<file path="src/rtl/obuf_drain_pkg.sv">
// Shared types and width helpers for the systolic-array output buffer.
package obuf_pkg;

  typedef enum logic {OBUF_IDLE, OBUF_SEND} obuf_state_t;

  // Index width that stays at least one bit for degenerate sizes.
  function automatic int clog2_min1(input int n);
    return (n > 1) ? $clog2(n) : 1;
  endfunction

endpackage

</file>
<file path="src/rtl/obuf_drain_if.sv">
// Array-side row write and memory-side word drain signals of the output buffer.
interface obuf_drain_if #(
  parameter int ARRAY_SIZE = 4,
  parameter int DATA_W     = 32
);
  import obuf_pkg::*;

  localparam int COL_W = clog2_min1(ARRAY_SIZE);

  logic                         OBUF_wr_en;
  logic [ARRAY_SIZE*DATA_W-1:0] OBUF_data_in;
  logic                         OBUF_full;
  logic                         OBUF_empty;
  logic                         OBUF_overflow;
  logic                         OBUF_rd_valid;
  logic                         OBUF_rd_ready;
  logic [DATA_W-1:0]            OBUF_data_out;
  logic [COL_W-1:0]             OBUF_col_idx;
  logic                         OBUF_last;
  logic                         OBUF_zero;

  modport master (
    output OBUF_wr_en, OBUF_data_in, OBUF_rd_ready,
    input  OBUF_full, OBUF_empty, OBUF_overflow, OBUF_rd_valid,
    input  OBUF_data_out, OBUF_col_idx, OBUF_last, OBUF_zero
  );

  modport slave (
    input  OBUF_wr_en, OBUF_data_in, OBUF_rd_ready,
    output OBUF_full, OBUF_empty, OBUF_overflow, OBUF_rd_valid,
    output OBUF_data_out, OBUF_col_idx, OBUF_last, OBUF_zero
  );

endinterface

</file>
<file path="src/rtl/obuf_row_fifo.sv">
// Row-wide FIFO with registered count; head row is visible combinationally.
module obuf_row_fifo
  import obuf_pkg::*;
#(
  parameter int WIDTH = 128,
  parameter int DEPTH = 4
) (
  input  logic                           clk,
  input  logic                           nRST,
  input  logic                           push,
  input  logic                           pop,
  input  logic [WIDTH-1:0]               din,
  output logic [WIDTH-1:0]               head,
  output logic                           full,
  output logic                           empty,
  output logic [clog2_min1(DEPTH):0]     count
);

  localparam int PTR_W = clog2_min1(DEPTH);
  localparam int CNT_W = PTR_W + 1;

  logic [WIDTH-1:0] mem [DEPTH];
  logic [PTR_W-1:0] wr_ptr_reg;
  logic [PTR_W-1:0] rd_ptr_reg;
  logic [CNT_W-1:0] count_reg;
  logic [CNT_W-1:0] count_next;
  logic             push_ok;
  logic             pop_ok;

  assign full    = (count_reg == CNT_W'(DEPTH));
  assign empty   = (count_reg == '0);
  assign count   = count_reg;
  assign head    = mem[rd_ptr_reg];
  assign push_ok = push && !full;
  assign pop_ok  = pop && !empty;

  always_comb begin
    count_next = count_reg;
    case ({push_ok, pop_ok})
      2'b10:   count_next = count_reg + CNT_W'(1);
      2'b01:   count_next = count_reg - CNT_W'(1);
      default: count_next = count_reg;
    endcase
  end

  // Storage carries no reset; pointers and count define what is valid.
  always_ff @(posedge clk) begin
    if (push_ok) begin
      mem[wr_ptr_reg] <= din;
    end
  end

  always_ff @(posedge clk) begin
    if (!nRST) begin
      wr_ptr_reg <= '0;
      rd_ptr_reg <= '0;
      count_reg  <= '0;
    end else begin
      if (push_ok) wr_ptr_reg <= wr_ptr_reg + PTR_W'(1);
      if (pop_ok)  rd_ptr_reg <= rd_ptr_reg + PTR_W'(1);
      count_reg <= count_next;
    end
  end

endmodule

</file>
<file path="src/rtl/obuf_drain.sv">
// Output buffer: queues full array rows, then serializes them one column word per handshake.
module obuf_drain
  import obuf_pkg::*;
#(
  parameter int ARRAY_SIZE = 4,
  parameter int DATA_W     = 32,
  parameter int DEPTH      = 4
) (
  input logic         clk,
  input logic         nRST,
  obuf_drain_if.slave bus
);

  localparam int COL_W = clog2_min1(ARRAY_SIZE);
  localparam int CNT_W = clog2_min1(DEPTH) + 1;
  localparam int ROW_W = ARRAY_SIZE * DATA_W;

  obuf_state_t       state_reg;
  obuf_state_t       state_next;
  logic [ROW_W-1:0]  row_reg;
  logic [ROW_W-1:0]  row_next;
  logic [COL_W-1:0]  col_reg;
  logic [COL_W-1:0]  col_next;
  logic              overflow_reg;

  logic [ROW_W-1:0]  fifo_head;
  logic              fifo_full;
  logic              fifo_empty;
  logic [CNT_W-1:0]  fifo_count;
  logic              fifo_pop;

  logic [DATA_W-1:0] col_words [ARRAY_SIZE];
  logic [DATA_W-1:0] word;
  logic              sending;
  logic              last_col;
  logic              handshake;

  obuf_row_fifo #(
    .WIDTH (ROW_W),
    .DEPTH (DEPTH)
  ) u_fifo (
    .clk   (clk),
    .nRST  (nRST),
    .push  (bus.OBUF_wr_en),
    .pop   (fifo_pop),
    .din   (bus.OBUF_data_in),
    .head  (fifo_head),
    .full  (fifo_full),
    .empty (fifo_empty),
    .count (fifo_count)
  );

  for (genvar gi = 0; gi < ARRAY_SIZE; gi++) begin : g_col
    assign col_words[gi] = row_reg[gi*DATA_W +: DATA_W];
  end

  assign word      = col_words[col_reg];
  assign sending   = (state_reg == OBUF_SEND);
  assign last_col  = (col_reg == COL_W'(ARRAY_SIZE - 1));
  assign handshake = sending && bus.OBUF_rd_ready;
  // Reload from the FIFO when idle, or right on the last-column handshake so rows abut.
  assign fifo_pop  = !fifo_empty && (!sending || (handshake && last_col));

  always_comb begin
    state_next = state_reg;
    row_next   = row_reg;
    col_next   = col_reg;
    if (fifo_pop) begin
      state_next = OBUF_SEND;
      row_next   = fifo_head;
      col_next   = '0;
    end else if (handshake) begin
      if (last_col) state_next = OBUF_IDLE;
      else          col_next   = col_reg + COL_W'(1);
    end
  end

  always_ff @(posedge clk) begin
    if (!nRST) begin
      state_reg    <= OBUF_IDLE;
      row_reg      <= '0;
      col_reg      <= '0;
      overflow_reg <= 1'b0;
    end else begin
      state_reg <= state_next;
      row_reg   <= row_next;
      col_reg   <= col_next;
      if (bus.OBUF_wr_en && fifo_full) overflow_reg <= 1'b1;
    end
  end

  assign bus.OBUF_rd_valid = sending;
  assign bus.OBUF_data_out = sending ? word : '0;
  assign bus.OBUF_zero     = (bus.OBUF_data_out == '0);
  assign bus.OBUF_col_idx  = col_reg;
  assign bus.OBUF_last     = sending && last_col;
  assign bus.OBUF_full     = fifo_full;
  assign bus.OBUF_empty    = (fifo_count == '0) && !sending;
  assign bus.OBUF_overflow = overflow_reg;

endmodule

</file>
<file path="src/flat_wrapper.sv">
// flat-port wrapper written by rule: the top's interface ports become plain ports
module obuf_drain_flat import obuf_pkg::*;
#(
  parameter int ARRAY_SIZE = 4,
  parameter int DATA_W     = 32,
  parameter int DEPTH      = 4
)
  (clk, nRST, bus_OBUF_wr_en, bus_OBUF_data_in, bus_OBUF_rd_ready, bus_OBUF_full, bus_OBUF_empty, bus_OBUF_overflow, bus_OBUF_rd_valid, bus_OBUF_data_out, bus_OBUF_col_idx, bus_OBUF_last, bus_OBUF_zero);
  obuf_drain_if #(.ARRAY_SIZE(ARRAY_SIZE), .DATA_W(DATA_W)) bus_i ();
  input logic clk;
  input logic nRST;
  input wire logic [$bits(bus_i.OBUF_wr_en)-1:0] bus_OBUF_wr_en;
  input wire logic [$bits(bus_i.OBUF_data_in)-1:0] bus_OBUF_data_in;
  input wire logic [$bits(bus_i.OBUF_rd_ready)-1:0] bus_OBUF_rd_ready;
  output wire logic [$bits(bus_i.OBUF_full)-1:0] bus_OBUF_full;
  output wire logic [$bits(bus_i.OBUF_empty)-1:0] bus_OBUF_empty;
  output wire logic [$bits(bus_i.OBUF_overflow)-1:0] bus_OBUF_overflow;
  output wire logic [$bits(bus_i.OBUF_rd_valid)-1:0] bus_OBUF_rd_valid;
  output wire logic [$bits(bus_i.OBUF_data_out)-1:0] bus_OBUF_data_out;
  output wire logic [$bits(bus_i.OBUF_col_idx)-1:0] bus_OBUF_col_idx;
  output wire logic [$bits(bus_i.OBUF_last)-1:0] bus_OBUF_last;
  output wire logic [$bits(bus_i.OBUF_zero)-1:0] bus_OBUF_zero;
  assign bus_i.OBUF_wr_en = bus_OBUF_wr_en;
  assign bus_i.OBUF_data_in = bus_OBUF_data_in;
  assign bus_i.OBUF_rd_ready = bus_OBUF_rd_ready;
  assign bus_OBUF_full = bus_i.OBUF_full;
  assign bus_OBUF_empty = bus_i.OBUF_empty;
  assign bus_OBUF_overflow = bus_i.OBUF_overflow;
  assign bus_OBUF_rd_valid = bus_i.OBUF_rd_valid;
  assign bus_OBUF_data_out = bus_i.OBUF_data_out;
  assign bus_OBUF_col_idx = bus_i.OBUF_col_idx;
  assign bus_OBUF_last = bus_i.OBUF_last;
  assign bus_OBUF_zero = bus_i.OBUF_zero;
  obuf_drain #(.ARRAY_SIZE(ARRAY_SIZE), .DATA_W(DATA_W), .DEPTH(DEPTH)) u_core (.clk(clk), .nRST(nRST), .bus(bus_i));
endmodule
</file>
<file path="config.mk">
export PLATFORM = sky130hd
export DESIGN_NAME = obuf_drain_flat
export DESIGN_NICKNAME = d
export VERILOG_FILES = /design/src/rtl/obuf_drain_pkg.sv /design/src/rtl/obuf_drain_if.sv /design/src/rtl/obuf_row_fifo.sv /design/src/rtl/obuf_drain.sv /design/src/flat_wrapper.sv
export SDC_FILE = /design/constraint.sdc
export NUM_CORES = 1
export LEC_CHECK = 0
export ABC_CLOCK_PERIOD_IN_PS = 5600
export BUFFER_PORTS_ARGS = -buffer_cell sky130_fd_sc_hd__buf_2
export CAP_MARGIN = 20
export CORE_ASPECT_RATIO = 1.2
export CORE_MARGIN = 3
export CORE_UTILIZATION = 43
export CTS_CLUSTER_DIAMETER = 200
export CTS_CLUSTER_SIZE = 25
export DETAILED_ROUTE_END_ITERATION = 8
export PLACE_DENSITY_LB_ADDON = 0.25
export SYNTH_ARGS = -nofsm -noshare
export SYNTH_HDL_FRONTEND = slang
export SYNTH_SLANG_ARGS = --single-unit
</file>
<file path="constraint.sdc">
create_clock -name clk -period 5.6 [get_ports clk]
set_input_delay 1.12 -clock clk [delete_from_list [all_inputs] [get_ports clk]]
set_output_delay 1.12 -clock clk [all_outputs]
set_load 0.005 [all_outputs]
</file>
==> results.sh <==
export IMPL_status="finished clean"
export IMPL_grt_max_degree=130
export IMPL_drtIter0Drc=816
export IMPL_cts_resized=0
export IMPL_synth_warnings=0
export IMPL_wirelength_mm=53.4
export IMPL_design_area_um2=27300
export IMPL_synth_area_um2=24900
export IMPL_power_density_nw_per_um2=452
export IMPL_htree_levels=1
export IMPL_critPathArrivalTime_ns=3.59
export IMPL_fp_dieH_um=269
export IMPL_drv_cap=0
export IMPL_drt_first_pass_iters=5
export IMPL_cts_tree="built"
export IMPL_drcViolationCount=0
export IMPL_clk_latency_ns=0.61
export IMPL_slew_headroom_pct=31.9
export IMPL_period_share_pct=84.1
export IMPL_fin_util_pct=48.3
export IMPL_start_util_pct=43.9
export IMPL_synth_cell_types=32
export IMPL_hpwlAfterDp_mm=34.3
export IMPL_slew_violations=0
export IMPL_cts_setup_buffers=0
export IMPL_nFillCells=4737
export IMPL_clockBufferDepth=3
export IMPL_placed_area_um2=26400
export IMPL_synth_top_cell_by_area="edfxtp_1"
export IMPL_vdd_drop_max_mv=0.285
export IMPL_dieArea_um2=60700
export IMPL_crit_type="flip-flop to output pin"
export IMPL_ant_nets=0
export IMPL_synth_top_cell_area_share_pct=61.9
export IMPL_setup_viol=0
export IMPL_ys_seq_area_share_pct=73.1
export IMPL_cts_root_buf="clkbuf_16"
export IMPL_rows=95
export IMPL_p_leak_nw=8.90
export IMPL_grt_pass1_vias=12600
export IMPL_synth_cells=1381
export IMPL_max_freq_mhz=212
export IMPL_io_pins=172
export IMPL_worst_endpoint_required_ns=4.48
export IMPL_clock_skew_ns=0.0273
export IMPL_hold_viol=0
export IMPL_drt_wirelength_per_cell_um=23.6
export IMPL_clk_pin_slew_ns=0.10
export IMPL_grt_ovfl_total=0
export IMPL_antenna_found_initial=9
export IMPL_rsz0062_at_grt="no"
export IMPL_vias=12100
export IMPL_grt_first_pass_wirelength_mm=80.4
export IMPL_hold_buffers=0
export IMPL_tightest_slew_ns=1.02
export IMPL_synthArstFlopShare_pct=0
export IMPL_cp_end_kind="output pin"
export IMPL_via_per_inst=5.33
export IMPL_syn_nets=1520
export IMPL_core_um2=56600
export IMPL_cts_sinks=651
export IMPL_syn_area_per_cell_um2=18.0
export IMPL_period_needed_ns=4.71
export IMPL_die_w_um=225
export IMPL_port_buffers=171
export IMPL_grt_usage_pct=17.6
export IMPL_yosys_top_cells_area="edfxtp_1 (62%), mux4_2 (13%), dfxtp_1 (11%), a21boi_0 (3.9%), nand2_1 (3.9%)"
export IMPL_synth_flop_cell="edfxtp_1"
export IMPL_ys_ff_latch=651
export IMPL_drive_above_1_share_pct=24.6
export IMPL_finalWeightedCongestion=0.790
export IMPL_min_path_type="flip-flop to flip-flop"
export IMPL_largest_reg_flops=512
export IMPL_numCtsBuffers=30
export IMPL_area_delta_synth_final_pct=9.97
export IMPL_setup_tns_final_ns=0
export IMPL_final_nets=1653
export IMPL_cp_max_fo=35
export IMPL_synth_edff_count=512
export IMPL_startpoint_type="flip-flop"
[cell type report]
type / count / area (um2) / share of cell area [%]
multi-input combinational: 638 / 6280 / 23.0
sequential: 651 / 18200 / 66.5
tap: 727 / 910 / 3.33
clock inverter: 1 / 30.0 / 0.110
inverter: 7 / 28.8 / 0.105
clock buffer: 55 / 870 / 3.18
antenna: 1 / 2.50 / 0.00916
timing repair buffer: 186 / 1050 / 3.83
[routing by layer]
metal / share of wire (%) / vias up / wire length [um] / global-route usage, %
li1: - / 5564 / - / -
met1: 40 / 6234 / 21500 / 22.7
met2: 53 / 215 / 28300 / 30.9
met3: 4.6 / 60 / 2440 / 3.25
met4: 1.9 / 10 / 1040 / 3.92
met5: 0.13 / - / 69 / 0
[worst max-delay path: stages, from the launching register on]
cell      delay, ns
dfxtp_2        1.02
mux4_1         0.69
nor4_2         0.33
nand4_1        0.29
a211oi_2       0.46
buf_2          0.19
[where the power goes]
part / switching (mW) / internal [mW]
clock: 1.44 / 1.07
combinational: 1.97 / 1.32
sequential: 0.440 / 6.12
total: 3.85 / 8.50
[logic make-up after synthesis]
kind of cell / after synthesis / share of synthesized area (%)
and+or+nand+nor: 320 / 5.52
muxes: 162 / 14.8
adders and majority gates: 7 / 0.383
xor gates and xnor gates: 6 / 0.211
buffers and inverters: 92 / 1.75
AOI/OAI and AO/OA: 143 / 4.24
DFF: 651 / 73.1
[metrics by stage]
step / hold WS (ns) / setup slack [ns] / instances / total power [mW]
5_1_grt: 0.486 / 0.673 / 2266 / 13.1
6_report: 0.465 / 0.891 / 2266 / 12.4
3_3_place_gp: 0.448 / 1.60 / 2209 / 10.0
3_5_place_dp: 0.455 / 1.53 / 2209 / 10.1
2_1_floorplan: 0.439 / 0.659 / 1381 / 8.90
4_1_cts: 0.469 / 0.835 / 2265 / 12.6
[placed cells by master, fill, tap and decap left out]
master,count
mux2i_1,2
ha_1,6
clkbuf_16,31
nand4_1,3
nand2_1,258
nor4_2,4
and2_4,4
clkbuf_4,1
inv_4,1
nand3_1,1
a21boi_0,130
mux4_1,17
clkinv_16,1
dfxtp_1,135
and2_1,38
mux4_2,143
dfxtp_4,2
nor3_1,1
a21bo_2,1
clkbuf_1,23
edfxtp_1,512
buf_4,10
diode_2,1
nor3b_1,1
nand3b_1,1
a21oi_1,1
nor2_1,3
xor2_1,2
buf_12,6
xnor2_1,4
o21ai_0,10
nor2b_1,3
buf_2,170
fa_1,1
dfxtp_2,2
inv_1,6
nand2_4,1
or3_1,2
a211oi_2,1
[cell usage after synthesis (4+ instances only)]
library cell / instances
dfxtp_1: 139
a21boi_0: 130
o21ai_0: 10
mux4_1: 17
clkbuf_1: 49
buf_6: 5
nor4_2: 4
and2_1: 42
edfxtp_1: 512
inv_1: 7
buf_2: 26
nand2_1: 259
ha_1: 6
mux4_2: 143
xnor2_1: 4
[path summary, 6_finish.rpt]
check,start,endpoint,slack (ns),cells past startpoint
min reg2reg,u_core.row_reg[48],u_core.row_reg[48],0.46,2
max reg2reg,u_core.bus.OBUF_col_idx[0],u_core.u_fifo.count[2],1.65,10
max,u_core.bus.OBUF_col_idx[0],bus_OBUF_zero,0.89,5
min,u_core.row_reg[48],u_core.row_reg[48],0.46,2
No activity file was read; power rests on OpenSTA's default activity.
